[config.mk]
export PLATFORM = sky130hd
export DESIGN_NAME = rc4_encrypt_core
export DESIGN_NICKNAME = d
export VERILOG_FILES = /design/src/rtl/rc4_encrypt_core.sv
export SDC_FILE = /design/constraint.sdc
export NUM_CORES = 1
export LEC_CHECK = 0
export BUFFER_PORTS_ARGS = -buffer_cell sky130_fd_sc_hd__buf_2
export CAP_MARGIN = 20
export CORE_MARGIN = 2
export CORE_UTILIZATION = 50
export DETAILED_ROUTE_END_ITERATION = 12
export GPL_TIMING_DRIVEN = 0
export PLACE_DENSITY = 0.7
export SLEW_MARGIN = 20
export SYNTH_ARGS = -nofsm -noshare
export SYNTH_HDL_FRONTEND = slang
export SYNTH_SLANG_ARGS = --single-unit
[constraint.sdc]
create_clock -name clk -period 14.75 [get_ports clk]
set_input_delay 1.475 -clock clk [delete_from_list [all_inputs] [get_ports clk]]
set_output_delay 1.475 -clock clk [all_outputs]
set_load 0.01 [all_outputs]
[src/rtl/rc4_encrypt_core.sv]
// RC4 encryptor: S-box init, key schedule (KSA), keystream generation (PRGA),
// then writes plaintext XOR keystream into a ciphertext RAM.
// Ports:
//   clk, reset        - clock, synchronous active-high reset
//   start             - request, sampled only in IDLE; secret_key latched then
//   busy / done       - busy from the cycle after accept through DONE; done 1-cycle pulse
//   s_address/s_data/s_wren/s_q - external 256x8 S memory, 1-cycle read latency
//   pt_address/pt_q   - plaintext memory, 1-cycle read latency
//   ct_address/ct_data/ct_wren  - ciphertext RAM write port
module rc4_encrypt_core #(
    parameter int unsigned KEY_BYTES = 3,
    parameter int unsigned MSG_LEN   = 32,
    parameter int unsigned MSG_AW    = 5
) (
    input  logic                   clk,
    input  logic                   reset,
    input  logic                   start,
    input  logic [8*KEY_BYTES-1:0] secret_key,
    output logic                   busy,
    output logic                   done,
    output logic [7:0]             s_address,
    output logic [7:0]             s_data,
    output logic                   s_wren,
    input  logic [7:0]             s_q,
    output logic [MSG_AW-1:0]      pt_address,
    input  logic [7:0]             pt_q,
    output logic [MSG_AW-1:0]      ct_address,
    output logic [7:0]             ct_data,
    output logic                   ct_wren
);

    localparam int unsigned KEY_W = 8 * KEY_BYTES;

    typedef enum logic [4:0] {
        S_IDLE, S_INIT,
        S_K_RD_I, S_K_LT_I, S_K_RD_J, S_K_LT_J, S_K_WR_I, S_K_WR_J,
        S_P_RD_I, S_P_LT_I, S_P_RD_J, S_P_LT_J, S_P_WR_I, S_P_WR_J,
        S_P_RD_F, S_P_WR_CT,
        S_DONE
    } state_t;

    state_t              state_q, state_d;
    logic [7:0]          i_q, i_d, j_q, j_d, si_q, si_d, sj_q, sj_d;
    logic [MSG_AW-1:0]   k_q, k_d;
    logic [KEY_W-1:0]    key_q, key_d;
    logic [7:0]          s_address_d, s_data_d;
    logic                s_wren_d, ct_wren_d, busy_d, done_d;
    logic [MSG_AW-1:0]   pt_address_d, ct_address_d;
    logic [7:0]          key_idx, key_byte;

    // Keystream byte and plaintext both arrive in P_WR_CT, so the XOR cannot be
    // registered without moving the write; gate it so it reads 0 when idle/reset.
    assign ct_data = ct_wren ? (s_q ^ pt_q) : 8'h00;

    // Key byte for the current i; byte 0 is the MSB of the key
    always_comb begin
        key_idx  = i_q % 8'(KEY_BYTES);
        key_byte = 8'(key_q >> {8'(KEY_BYTES - 1) - key_idx, 3'b000});
    end

    // Next-state and next-output logic; outputs describe the state being entered
    always_comb begin
        state_d      = state_q;
        i_d          = i_q;
        j_d          = j_q;
        k_d          = k_q;
        key_d        = key_q;
        si_d         = si_q;
        sj_d         = sj_q;
        s_address_d  = s_address;
        s_data_d     = s_data;
        s_wren_d     = 1'b0;
        pt_address_d = pt_address;
        ct_address_d = ct_address;
        ct_wren_d    = 1'b0;

        case (state_q)
            S_IDLE: begin
                if (start) begin
                    key_d       = secret_key;
                    i_d         = 8'h00;
                    j_d         = 8'h00;
                    k_d         = '0;
                    state_d     = S_INIT;
                    s_address_d = 8'h00;
                    s_data_d    = 8'h00;
                    s_wren_d    = 1'b1;
                end
            end
            S_INIT: begin
                if (i_q == 8'hFF) begin
                    i_d         = 8'h00;
                    j_d         = 8'h00;
                    state_d     = S_K_RD_I;
                    s_address_d = 8'h00;
                end else begin
                    i_d         = i_q + 8'd1;
                    s_address_d = i_q + 8'd1;
                    s_data_d    = i_q + 8'd1;
                    s_wren_d    = 1'b1;
                end
            end
            S_K_RD_I: state_d = S_K_LT_I;
            S_K_LT_I: begin
                si_d        = s_q;
                j_d         = j_q + s_q + key_byte;
                s_address_d = j_q + s_q + key_byte;
                state_d     = S_K_RD_J;
            end
            S_K_RD_J: state_d = S_K_LT_J;
            S_K_LT_J: begin
                sj_d        = s_q;
                s_address_d = i_q;
                s_data_d    = s_q;
                s_wren_d    = 1'b1;
                state_d     = S_K_WR_I;
            end
            S_K_WR_I: begin
                s_address_d = j_q;
                s_data_d    = si_q;
                s_wren_d    = 1'b1;
                state_d     = S_K_WR_J;
            end
            S_K_WR_J: begin
                if (i_q == 8'hFF) begin
                    // PRGA starts from i=0 and pre-increments on entry to P_RD_I
                    i_d         = 8'd1;
                    j_d         = 8'h00;
                    s_address_d = 8'd1;
                    state_d     = S_P_RD_I;
                end else begin
                    i_d         = i_q + 8'd1;
                    s_address_d = i_q + 8'd1;
                    state_d     = S_K_RD_I;
                end
            end
            S_P_RD_I: state_d = S_P_LT_I;
            S_P_LT_I: begin
                si_d        = s_q;
                j_d         = j_q + s_q;
                s_address_d = j_q + s_q;
                state_d     = S_P_RD_J;
            end
            S_P_RD_J: state_d = S_P_LT_J;
            S_P_LT_J: begin
                sj_d        = s_q;
                s_address_d = i_q;
                s_data_d    = s_q;
                s_wren_d    = 1'b1;
                state_d     = S_P_WR_I;
            end
            S_P_WR_I: begin
                s_address_d = j_q;
                s_data_d    = si_q;
                s_wren_d    = 1'b1;
                state_d     = S_P_WR_J;
            end
            S_P_WR_J: begin
                s_address_d  = si_q + sj_q;
                pt_address_d = k_q;
                state_d      = S_P_RD_F;
            end
            S_P_RD_F: begin
                ct_address_d = k_q;
                ct_wren_d    = 1'b1;
                state_d      = S_P_WR_CT;
            end
            S_P_WR_CT: begin
                k_d = k_q + MSG_AW'(1);
                if (k_q == MSG_AW'(MSG_LEN - 1)) begin
                    state_d = S_DONE;
                end else begin
                    i_d         = i_q + 8'd1;
                    s_address_d = i_q + 8'd1;
                    state_d     = S_P_RD_I;
                end
            end
            S_DONE:  state_d = S_IDLE;
            default: state_d = S_IDLE;
        endcase

        busy_d = (state_d != S_IDLE);
        done_d = (state_d == S_DONE);
    end

    // State, datapath and registered outputs
    always_ff @(posedge clk) begin
        if (reset) begin
            state_q    <= S_IDLE;
            i_q        <= 8'h00;
            j_q        <= 8'h00;
            k_q        <= '0;
            key_q      <= '0;
            si_q       <= 8'h00;
            sj_q       <= 8'h00;
            s_address  <= 8'h00;
            s_data     <= 8'h00;
            s_wren     <= 1'b0;
            pt_address <= '0;
            ct_address <= '0;
            ct_wren    <= 1'b0;
            busy       <= 1'b0;
            done       <= 1'b0;
        end else begin
            state_q    <= state_d;
            i_q        <= i_d;
            j_q        <= j_d;
            k_q        <= k_d;
            key_q      <= key_d;
            si_q       <= si_d;
            sj_q       <= sj_d;
            s_address  <= s_address_d;
            s_data     <= s_data_d;
            s_wren     <= s_wren_d;
            pt_address <= pt_address_d;
            ct_address <= ct_address_d;
            ct_wren    <= ct_wren_d;
            busy       <= busy_d;
            done       <= done_d;
        end
    end

endmodule

# After elaboration in Yosys (flattened, before gate mapping)
# Index checks and enable logic that the tools add are counted.
# Widths: inputs -> output; s select.
# totals
reg_bits	96
input_bits	43
out_inout_bits	38
wordCells	86
# classes
addsub	6
div_mod_pow	1
eq_ne	22
n_shift	1
mux	22
bitwise	1
n_reduce_logical	18
# ops
op	count
$pmux 8 s4	3
$pmux 5 s16	1
$pmux 8 s9	1
$mux 8	7
$eq 5x4->1 const B	8
$add 8x8->8	3
$shr 24x11->8	1
$eq 5x3->1 const B	4
$mux 5	4
$reduce_and 3->1	4
$reduce_bool 4->1	3
$eq 5x2->1 const B	2
$eq 5x5->1 const B	2
$pmux 5 s2	1
$reduce_bool 9->1	1
$add 8x1->8 const B	1
$eq 8x8->1 const B	1
$mod 8x2->8 const B	1
$reduce_or 2->1	4
$sub 2x8->8 const A	1
$xor 8x8->8	1
$ne 2x2->1 const B	3
$add 5x1->5 const B	1
$eq 5x1->1 const B	1
other kinds (9)	12

# Longest topological paths before layout
# Gate-level depths: netlist of run 1.
# depth
word_depth	5
ltp_mapped	32

# Worst setup path after synthesis of run 1
# No wires, ideal clock.
# synth_timing
path_kind	reg-to-reg
from	reg i_q[3]
to	reg s_address[7]
setup_ns	0.100
arrival_time_ns	6.432
required_ns	14.650
setup_slack_ns	8.219
stages_incl_launch_ff	31
path_buffers	5
period_less_slack_ns	6.531
path_cell_list	dfxtp_1 -> buf_2 -> buf_2 -> o211a_1 -> o32a_1 -> nand2_1 -> ha_1 -> clkbuf_1 -> a211oi_1 -> xnor2_1 -> ha_1 -> a211o_1 -> nor2_2 -> mux2_2 -> ha_1 -> buf_1 -> and3b_1 -> clkbuf_1 -> a21oi_1 -> nor2_1 -> ha_1 -> a21o_1 -> a21oi_1 -> o21bai_1 -> a21oi_1 -> o21bai_1 -> a21oi_1 -> xnor2_1 -> nor3_1 -> mux2_4 -> a2111oi_4
# synth_between
elab_chain_len	5
# synth_rtl
item	line_no	rtl
from (decl)	43	logic [7:0] i_q, i_d, j_q, j_d, si_q, si_d, sj_q, sj_d;
from (signal assigned)	206	i_q <= i_d;
$mod 8x2->8	57	key_idx = i_q % 8'(KEY_BYTES);
$sub 2x8->8	58	key_byte = 8'(key_q >> {8'(KEY_BYTES - 1) - key_idx, 3'b000});
$shr 24x11->8	58	
$add 8x8->8	107	s_address_d = j_q + s_q + key_byte;
$pmux 8 s9 *	77	case (state_q)
to (signal assigned)	212	s_address <= s_address_d;
to (decl)	21	output logic [7:0] s_address,
# Mark *: on every way between the ends. The rest lies on a longest branch, timed or not. The select of a mux whose other input is x is not followed.
# A chain may end at the register's enable or synchronous reset.

# Worst setup path in the final report of run 1
# Ends and elaborated chain as after synthesis.

==> results of run 1 <==
## synthesized netlist by cell type (10+ instances only)
| cell | count | share of area |
|---|---|---|
| a211oi_1 | 10 | 0.013 |
| xor2_1 | 24 | 0.036 |
| xnor2_1 | 20 | 0.030 |
| inv_1 | 13 | 0.0083 |
| mux2i_1 | 17 | 0.029 |
| a22oi_1 | 16 | 0.020 |
| nand2_1 | 136 | 0.087 |
| nor2_1 | 64 | 0.041 |
| o21ai_0 | 21 | 0.018 |
| nor3_1 | 22 | 0.019 |
| a21oi_1 | 104 | 0.089 |
| ha_1 | 29 | 0.062 |
| dfxtp_1 | 96 | 0.33 |
| nand3_1 | 11 | 0.0094 |
| and2_1 | 10 | 0.011 |
| clkbuf_1 | 35 | 0.022 |
## metal layers
metal	global-route usage	vias to the layer above
met1	0.367	2727
li1	-	2841
met3	0.0524	40
met4	0.105	0
met5	0	-
met2	0.454	228
## placed cells by master (no fill, tap or decap), types with 4 or more instances in the layout
cell type and instances:
nor2b_1 6, nand4_1 4, inv_1 13, a21o_1 8
buf_2 85, nor2_1 64, buf_1 5, xor2_1 24
ha_1 29, a211oi_1 10, a21oi_1 104, and3_1 4
a41oi_1 4, nor3_1 22, o21bai_1 7, o21ai_0 21
and2_1 10, nand2_1 136, a22oi_1 16, nand2b_1 4
a221oi_1 4, a31oi_1 7, clkbuf_16 9, nand3_1 11
mux2i_1 17, clkbuf_1 35, dfxtp_1 96, buf_6 5
xnor2_1 20
## metrics by stage
stage | cells | power (W) | instance area [um^2] | utilization
2_1_floorplan | 754 | 0.000314 | 5880 | -
3_3_place_gp | 976 | 0.000335 | 6450 | 0.563
3_5_place_dp | 977 | 0.000337 | 6470 | 0.564
4_1_cts | 993 | 0.000594 | 6800 | 0.593
5_1_grt | 993 | 0.000611 | 6800 | 0.593
6_report | 993 | 0.000592 | 6800 | 0.593
## worst max-delay path by stage
stage / cells past startpoint / end / from / slack [ns]
finish: 30 / s_address[7] / i_q[3] / 7.03
detailed placement: 30 / s_address[7] / i_q[3] / 7.16
CTS: 30 / s_address[7] / i_q[3] / 7.12
floorplan: 30 / s_address[7] / i_q[3] / 8.22
global route: 30 / s_address[7] / i_q[3] / 6.56
global placement: 30 / s_address[7] / i_q[3] / 7.43
## logic make-up after synthesis
group,count (synthesis),synth area share
and+or+nand+nor,286,0.220
AOI/OAI and AO/OA,212,0.230
adders and majority gates,32,0.0719
DFF,96,0.327
muxes,20,0.0353
buffers and inverters,63,0.0477
xor gates and xnor gates,45,0.0683
## worst reg2reg max path, delay by kind of cell (launching register included)
kind / cells / cell delay (ns)
compound gates: 11 / 2.36
xor+xnor: 2 / 0.37
fa+ha+maj: 4 / 1.16
buf+inv: 5 / 1.35
flops: 1 / 0.30
mux: 3 / 1.03
simple gates: 5 / 1.03
## sequential cells by signal, indices dropped and copies added (netlist names)
name        cells
busy            1
ct_address      5
ct_wren         1
done            1
i_q             8
j_q             8
k_q             5
key_q          24
pt_address      5
s_address       8
s_data          8
s_wren          1
si_q            8
sj_q            8
state_q         5
## layout make-up
cell class,instances,area [um^2],share of cell area
inverters,13,48.8,0.00718
well taps,143,179,0.0263
clock inverters,6,90.1,0.0132
clock buffers,10,239,0.0351
multi-input cells,595,3690,0.543
flip-flops and latches,96,1920,0.283
plain buffers,50,231,0.0340
repair buffers,80,400,0.0589
## where the power goes
group          total (W)  switching (W)  internal [W]
Clock           0.000260       0.000105      0.000154
Sequential      0.000267     0.00000287      0.000264
Combinational  0.0000648      0.0000411     0.0000237
Total           0.000592       0.000149      0.000442
==> impl_metrics.py, run 1 <==
metrics = {
    "cells_and_area": {
        "antennaDiodeCount": 0,
        "nFillCells": 1057,
        "layout-drive-gt1-share": 0.146,
        "finalNetCount": 920,
        "area_growth_pct": 15.7,
    },
    "cts": {
        "cts.root.buffer_cell": "clkbuf_16",
        "cts_tree": "done",
        "cts_resized": 0,
        "cts_inserted_buffers": 9,
        "clock_latency_ns": 0.36,
        "clk_pin_slew_ns": 0.07,
        "holdBufCountCts": 0,
        "clkSinkCount": 96,
        "h-tree-depth": 3,
        "post_cts_buffers": 0,
        "clockBufferDepth": 2,
    },
    "global_routing": {
        "antenna_found_initial": 0,
        "grt_pass1_wl_um": 27800,
        "grt_pass1_vias": 5574,
        "grt_max_degree": 17,
        "gr-total-overflow": 0,
        "track_usage": 0.278,
    },
    "route": {
        "drt_wl_total_um": 17300,
        "viasPerCell": 5.88,
        "drt_iter0_drc": 449,
        "met3WireLength_um": 1270,
        "wire_per_inst_um": 17.4,
        "drc": 0,
        "vias": 5836,
        "met2_length_um": 8100,
        "wl_met1_um": 7480,
        "first_pass_iters": 5,
        "ant_nets": 0,
        "routed.top_layer": "met4",
    },
    "logic_synthesis": {
        "synthArstFlopShare": 0,
        "mappedNetlistNets": 829,
        "synth_warnings": 0,
        "synth_seq_area_share": 0.327,
        "post_synth_instance_area_mm2": 0.00588,
        "synth_ff_type": "dfxtp_1",
        "syn_avg_cell_area_um2": 7.80,
        "synth-edff-count": 0,
        "yosys.cell_types.count": 66,
        "syn_inst": 754,
        "ys_ff_latch": 96,
    },
    "sta": {
        "worst_slack_ns": 7.03,
        "tns_ns": 0,
        "period_minus_slack_ns": 7.72,
        "post-route-period-util": 0.524,
        "holdWs_ns": 0.455,
        "rsz0062_at_grt": "no",
        "final.setup_skew_ns": 0.00724,
        "clock.fmax_mhz": 129,
        "setup_viol": 0,
        "relSlewSlack": 0.310,
        "maxSlewViolCount": 0,
        "worst_pin_slew_ns": 1.03,
        "hold_violations": 0,
    },
    "critical_path": {
        "r2r-end": "s_address[7]",
        "cp_num_buf_inv": 5,
        "ff2ff_setup_slack_ns": 7.03,
        "cpPeakStageDelay_ns": 0.49,
        "reg2regPathDepth": 30,
        "r2r_start": "i_q[3]",
        "crit_required_ns": 15.01,
        "worst_setup_path_end_kind": "flop",
        "arrival_ns": 7.99,
        "critPathLaunchType": "flop",
        "cp_max_fo": 10,
        "critPathKind": "reg -> reg",
        "cp_top_family": "compound AO/OA/AOI/OAI gates",
        "slowest_stage": "buf_1",
    },
    "worst_hold_path": {
        "min_delay_worst_endpoint": "key_q[7]",
        "hold_depth": 2,
        "hp-class": "reg -> reg",
        "min_from": "key_q[7]",
    },
    "die": {
        "die_area_mm2": 0.0126,
        "start_util": 0.513,
        "core_mm2": 0.0115,
        "die_h_um": 112,
        "pin_count": 81,
        "row_count": 39,
        "die_x_um": 112,
    },
    "power_and_ir_drop": {
        "vdd_drop_max_mv": 0.0956,
        "power.leakage_nw": 2.87,
        "power.density_mw_per_mm2": 87.0,
    },
    "placement": {
        "hpwlAfterDp_um": 13100,
        "pre_cts_slack_ns": 7.16,
        "portBuffers": 79,
        "gp_congestion": 0.896,
    },
    "status": {
        "status": "finished, final reports clean",
    },
    "run": {
        "maxCapViolCount": 0,
    },
}
Note: power is estimated with default switching activity, not from simulation.
==> inputs of run 2 (changes only) <==
- PLACE_DENSITY: 0.7 -> 0.73
- clock period: 14.75 -> 6.7 ns (I/O delays scaled with it)
==> impl_metrics.py, run 2 (same netlist as run 1, synthesis figures left out) <==
metrics = {
    "status": {
        "status": "finished, final reports clean",
    },
    "sta": {
        "post-route-period-util": 0.953,
        "hold_violations": 0,
        "final.setup_skew_ns": 0.00617,
        "clock.fmax_mhz": 157,
        "relSlewSlack": 0.323,
        "worst_pin_slew_ns": 1.01,
        "holdWs_ns": 0.452,
        "period_minus_slack_ns": 6.39,
        "maxSlewViolCount": 0,
        "tns_ns": 0,
        "setup_viol": 0,
    },
    "run": {
        "maxCapViolCount": 0,
    },
    "cts": {
        "cts_tree": "done",
        "h-tree-depth": 3,
        "cts.root.buffer_cell": "clkbuf_16",
        "clkSinkCount": 96,
        "clk_pin_slew_ns": 0.07,
        "clockBufferDepth": 2,
        "holdBufCountCts": 0,
        "clock_latency_ns": 0.36,
        "cts_inserted_buffers": 9,
    },
    "die": {
        "die_area_mm2": 0.0126,
        "die_h_um": 112,
        "row_count": 39,
        "pin_count": 81,
        "die_x_um": 112,
        "core_mm2": 0.0115,
        "start_util": 0.513,
    },
    "route": {
        "first_pass_iters": 5,
        "ant_nets": 0,
        "vias": 5950,
        "wire_per_inst_um": 17.7,
        "drc": 0,
        "drt_iter0_drc": 485,
        "viasPerCell": 5.97,
        "drt_wl_total_um": 17700,
    },
    "worst_hold_path": {
        "hold_depth": 2,
        "min_from": "key_q[2]",
        "min_delay_worst_endpoint": "key_q[2]",
        "hp-class": "reg -> reg",
    },
    "critical_path": {
        "reg2regPathDepth": 28,
        "critPathKind": "reg -> reg",
        "arrival_ns": 6.60,
        "r2r-end": "j_q[7]",
        "ff2ff_setup_slack_ns": 0.31,
        "critPathLaunchType": "flop",
        "crit_required_ns": 6.91,
        "cp_max_fo": 10,
        "r2r_start": "i_q[3]",
        "cpPeakStageDelay_ns": 0.49,
        "worst_setup_path_end_kind": "flop",
        "slowest_stage": "or3b_2",
    },
    "power_and_ir_drop": {
        "power.density_mw_per_mm2": 184,
        "vdd_drop_max_mv": 0.165,
        "power.leakage_nw": 2.90,
    },
    "global_routing": {
        "antenna_found_initial": 0,
        "grt_util_met2": 0.460,
        "track_usage": 0.278,
        "grt_max_degree": 16,
        "grt_pass1_vias": 5664,
        "grt_pass1_wl_um": 28200,
        "grt-busiest-layer": "met2",
        "grtUsageMet1": 0.365,
        "grtUsageMet3": 0.0502,
        "gr-total-overflow": 0,
    },
    "cells_and_area": {
        "design_area_mm2": 0.00694,
        "finalNetCount": 924,
        "largest_register": "key_q",
        "largest_reg_flops": 24,
        "nFillCells": 1042,
        "final_cell_mix": "nand2_1 (135), a21oi_1 (102), dfxtp_1 (95)",
        "antennaDiodeCount": 0,
        "layout-drive-gt1-share": 0.166,
        "area_growth_pct": 18.0,
        "layout_commonest_cell": "nand2_1",
    },
    "placement": {
        "hpwlAfterDp_um": 13000,
        "portBuffers": 79,
        "dpl-instance-area_mm2": 0.00646,
        "gp_congestion": 0.905,
    },
}
==> run 2: per-stage QoR <==
stage / util / std cells / setup slack (ns) / power, W
floorplan: - / 754 / 0.169 / 0.000692
finish: 0.605 / 997 / 0.314 / 0.00128
global route: 0.605 / 997 / -0.0306 / 0.00131
global placement: 0.563 / 976 / -0.726 / 0.000737
detailed placement: 0.564 / 977 / -0.966 / 0.000742
CTS: 0.594 / 992 / 0.0432 / 0.00127
==> run 2: worst max-delay path by stage <==
stage,slack [ns],cells after the start,from,to
after CTS,0.04,28,i_q[3],j_q[7]
after global routing,-0.03,29,i_q[3],j_q[7]
after detailed placement,-0.97,30,i_q[3],j_q[7]
final,0.31,28,i_q[3],j_q[7]
after floorplan,0.17,30,i_q[3],s_address[7]
after global placement,-0.73,30,i_q[3],s_address[7]
==> run 2: repair_timing <==
action                     4_1_cts  5_1_grt
resized for setup               10       12
pin swaps                        1        4
buffers inserted                 1        5
hold endpoints to repair         0        0
setup endpoints to repair       11        4
==> run 2: power by group <==
part | internal, W | switching (W) | total [W]
logic | 0.0000559 | 0.0000935 | 0.000149
clock network | 0.000311 | 0.000229 | 0.000539
registers | 0.000582 | 0.00000637 | 0.000588
total | 0.000949 | 0.000328 | 0.00128
==> run 2: worst max-delay path, delay by kind of cell (launching register included) <==
family,cells,cell delay (ns)
DFF,1,0.30
AOI/OAI and AO/OA,10,1.72
adders and majority gates,4,1.09
and+or+nand+nor,6,1.37
muxes,3,0.97
xor gates and xnor gates,2,0.28
buffers and inverters,3,0.50
==> run 2: layer usage <==
layer | vias up | routed length [um]
met5 | - | 0
met4 | 0 | 381
met3 | 42 | 1270
met2 | 262 | 8400
met1 | 2792 | 7620
li1 | 2854 | -
==> run 2: layout make-up <==
cell class                      count  area (um^2)  share of cell area
Clock buffer                       12          256              0.0370
Multi-Input combinational cell    595         3780               0.545
Tap cell                          143          179              0.0258
Inverter                           13         48.8             0.00703
Clock inverter                      4         51.3             0.00740
Sequential cell                    96         1920               0.277
Timing Repair Buffer               86          470              0.0678
Buffer                             48          230              0.0332
==> inputs of run 3 (changes only) <==
- REMOVE_ABC_BUFFERS: default -> 1
==> impl_metrics.py, run 3 (same netlist as run 1, synthesis figures left out) <==
metrics = {
    "cts": {
        "cts.root.buffer_cell": "clkbuf_16",
        "clock_latency_ns": 0.35,
        "h-tree-depth": 3,
        "cts_inserted_buffers": 9,
        "clkSinkCount": 96,
        "post_cts_buffers": 0,
        "cts_tree": "done",
        "clk_pin_slew_ns": 0.06,
        "holdBufCountCts": 0,
        "clockBufferDepth": 2,
    },
    "sta": {
        "period_minus_slack_ns": 6.28,
        "tns_ns": 0,
        "final.setup_skew_ns": 0.00841,
        "worst_pin_slew_ns": 1.02,
        "setup_viol": 0,
        "worst_slack_ns": 0.421,
        "post-route-period-util": 0.937,
        "relSlewSlack": 0.321,
        "hold_violations": 0,
        "clock.fmax_mhz": 159,
        "maxSlewViolCount": 0,
    },
    "die": {
        "pin_count": 81,
        "die_area_mm2": 0.0126,
        "die_x_um": 112,
        "core_mm2": 0.0115,
        "die_h_um": 112,
        "start_util": 0.513,
        "row_count": 39,
    },
    "route": {
        "ant_nets": 0,
        "wire_per_inst_um": 16.4,
        "drt_wl_total_um": 15500,
        "vias": 5632,
        "drc": 0,
        "drt_iter0_drc": 395,
        "viasPerCell": 5.95,
        "first_pass_iters": 5,
    },
    "worst_hold_path": {
        "min_delay_worst_endpoint": "key_q[14]",
        "hold_depth": 2,
        "min_from": "key_q[14]",
        "hp-class": "reg -> reg",
    },
    "global_routing": {
        "grt_max_degree": 62,
        "grt_pass1_wl_um": 25500,
        "gr-total-overflow": 0,
        "track_usage": 0.245,
        "grt_pass1_vias": 5363,
        "antenna_found_initial": 0,
    },
    "critical_path": {
        "arrival_ns": 6.53,
        "r2r-end": "s_address[7]",
        "r2r_start": "i_q[6]",
        "crit_required_ns": 6.95,
        "cp_max_fo": 15,
        "reg2regPathDepth": 26,
        "critPathLaunchType": "flop",
        "ff2ff_setup_slack_ns": 0.42,
        "critPathKind": "reg -> reg",
        "worst_setup_path_end_kind": "flop",
    },
    "placement": {
        "hpwlAfterDp_um": 11200,
        "pre_cts_slack_ns": -0.550,
        "portBuffers": 80,
        "dpl-instance-area_mm2": 0.00631,
        "gp_congestion": 0.883,
    },
    "cells_and_area": {
        "final_cell_mix": "nand2_1 (135), a21oi_1 (104), dfxtp_1 (90)",
        "largest_register": "key_q",
        "antennaDiodeCount": 0,
        "design_area_mm2": 0.00665,
        "layout_commonest_cell": "nand2_1",
        "area_growth_pct": 13.1,
        "layout-drive-gt1-share": 0.165,
        "finalNetCount": 875,
        "largest_reg_flops": 24,
    },
    "run": {
        "maxCapViolCount": 0,
    },
    "power_and_ir_drop": {
        "power.leakage_nw": 2.77,
        "vdd_drop_max_mv": 0.174,
        "power.density_mw_per_mm2": 180,
    },
    "status": {
        "status": "finished, final reports clean",
    },
}
run 3: cell types whose count changed in the layout (fill, tap and decap cells not counted), moves of 3 or more:
cell      previous run  this run
clkbuf_1            34         2
dfxtp_1             95        90
buf_1                4         0
buf_6                5         1
dfxtp_4              0         4
buf_2               84        81
run 3: final cells by class:
cell class | count | area (um^2)
multi-input cells | 595 | 3760
clock buffers | 11 | 233
fillers | 1079 | 4820
repair buffers | 85 | 459
inverters | 13 | 48.8
clock inverters | 4 | 31.3
flip-flops and latches | 96 | 1940
well taps | 143 | 179
run 3: metal layers:
layer	vias to the layer above	GRT usage	wire, um
li1	2736	-	-
met1	2646	0.308	6660
met2	211	0.420	7400
met5	-	0	0
met3	39	0.0540	1110
met4	0	0.0772	380
run 3: worst max path at each step:
stage                      start            to  slack (ns)
after detailed placement  i_q[3]  s_address[7]       -0.55
after global placement    i_q[3]        j_q[7]       -0.25
after floorplan           i_q[3]  s_address[7]        0.40
after global routing      i_q[3]  s_address[7]       -0.01
after CTS                 i_q[7]  s_address[7]        0.03
final                     i_q[6]  s_address[7]        0.42
run 3: what timing repair did:
item,CTS,global route
endpoints found under the hold margin,0,0
resized for setup,10,11
endpoints found under the setup margin,4,4
run 3: report_power, final:
group,switching [W],internal (W),leakage (nW)
registers,0.00000862,0.000580,0.782
clock network,0.000219,0.000251,0.118
logic,0.0000829,0.0000521,1.87
run 3: metrics by stage:
stage	instances	util	hold slack (ns)	power, W
after floorplan	704	-	0.430	0.000682
after global placement	927	0.543	0.443	0.000728
after detailed placement	932	0.550	0.447	0.000735
after CTS	947	0.575	0.456	0.00120
after global routing	947	0.580	0.470	0.00124
final	947	0.580	0.455	0.00119
run 3: worst max-delay path: stages, from the launching register on:
cell       delay (ns)
dfxtp_4          0.43
and4b_4          0.23
mux2_2           0.28
o2bb2ai_2        0.25
nand2_2          0.16
ha_4             0.25
a211oi_2         0.19
xnor2_1          0.13
ha_1             0.30
a211o_1          0.33
nor2_4           0.17
mux2_2           0.37
ha_4             0.36
and3b_2          0.30
a21oi_1          0.09
nor2_1           0.19
ha_1             0.27
a21o_1           0.16
a21oi_1          0.21
o21bai_1         0.08
a21oi_1          0.23
o21bai_1         0.09
a21oi_1          0.18
xnor2_1          0.23
nor3_1           0.09
mux2_4           0.30
a2111oi_4        0.30
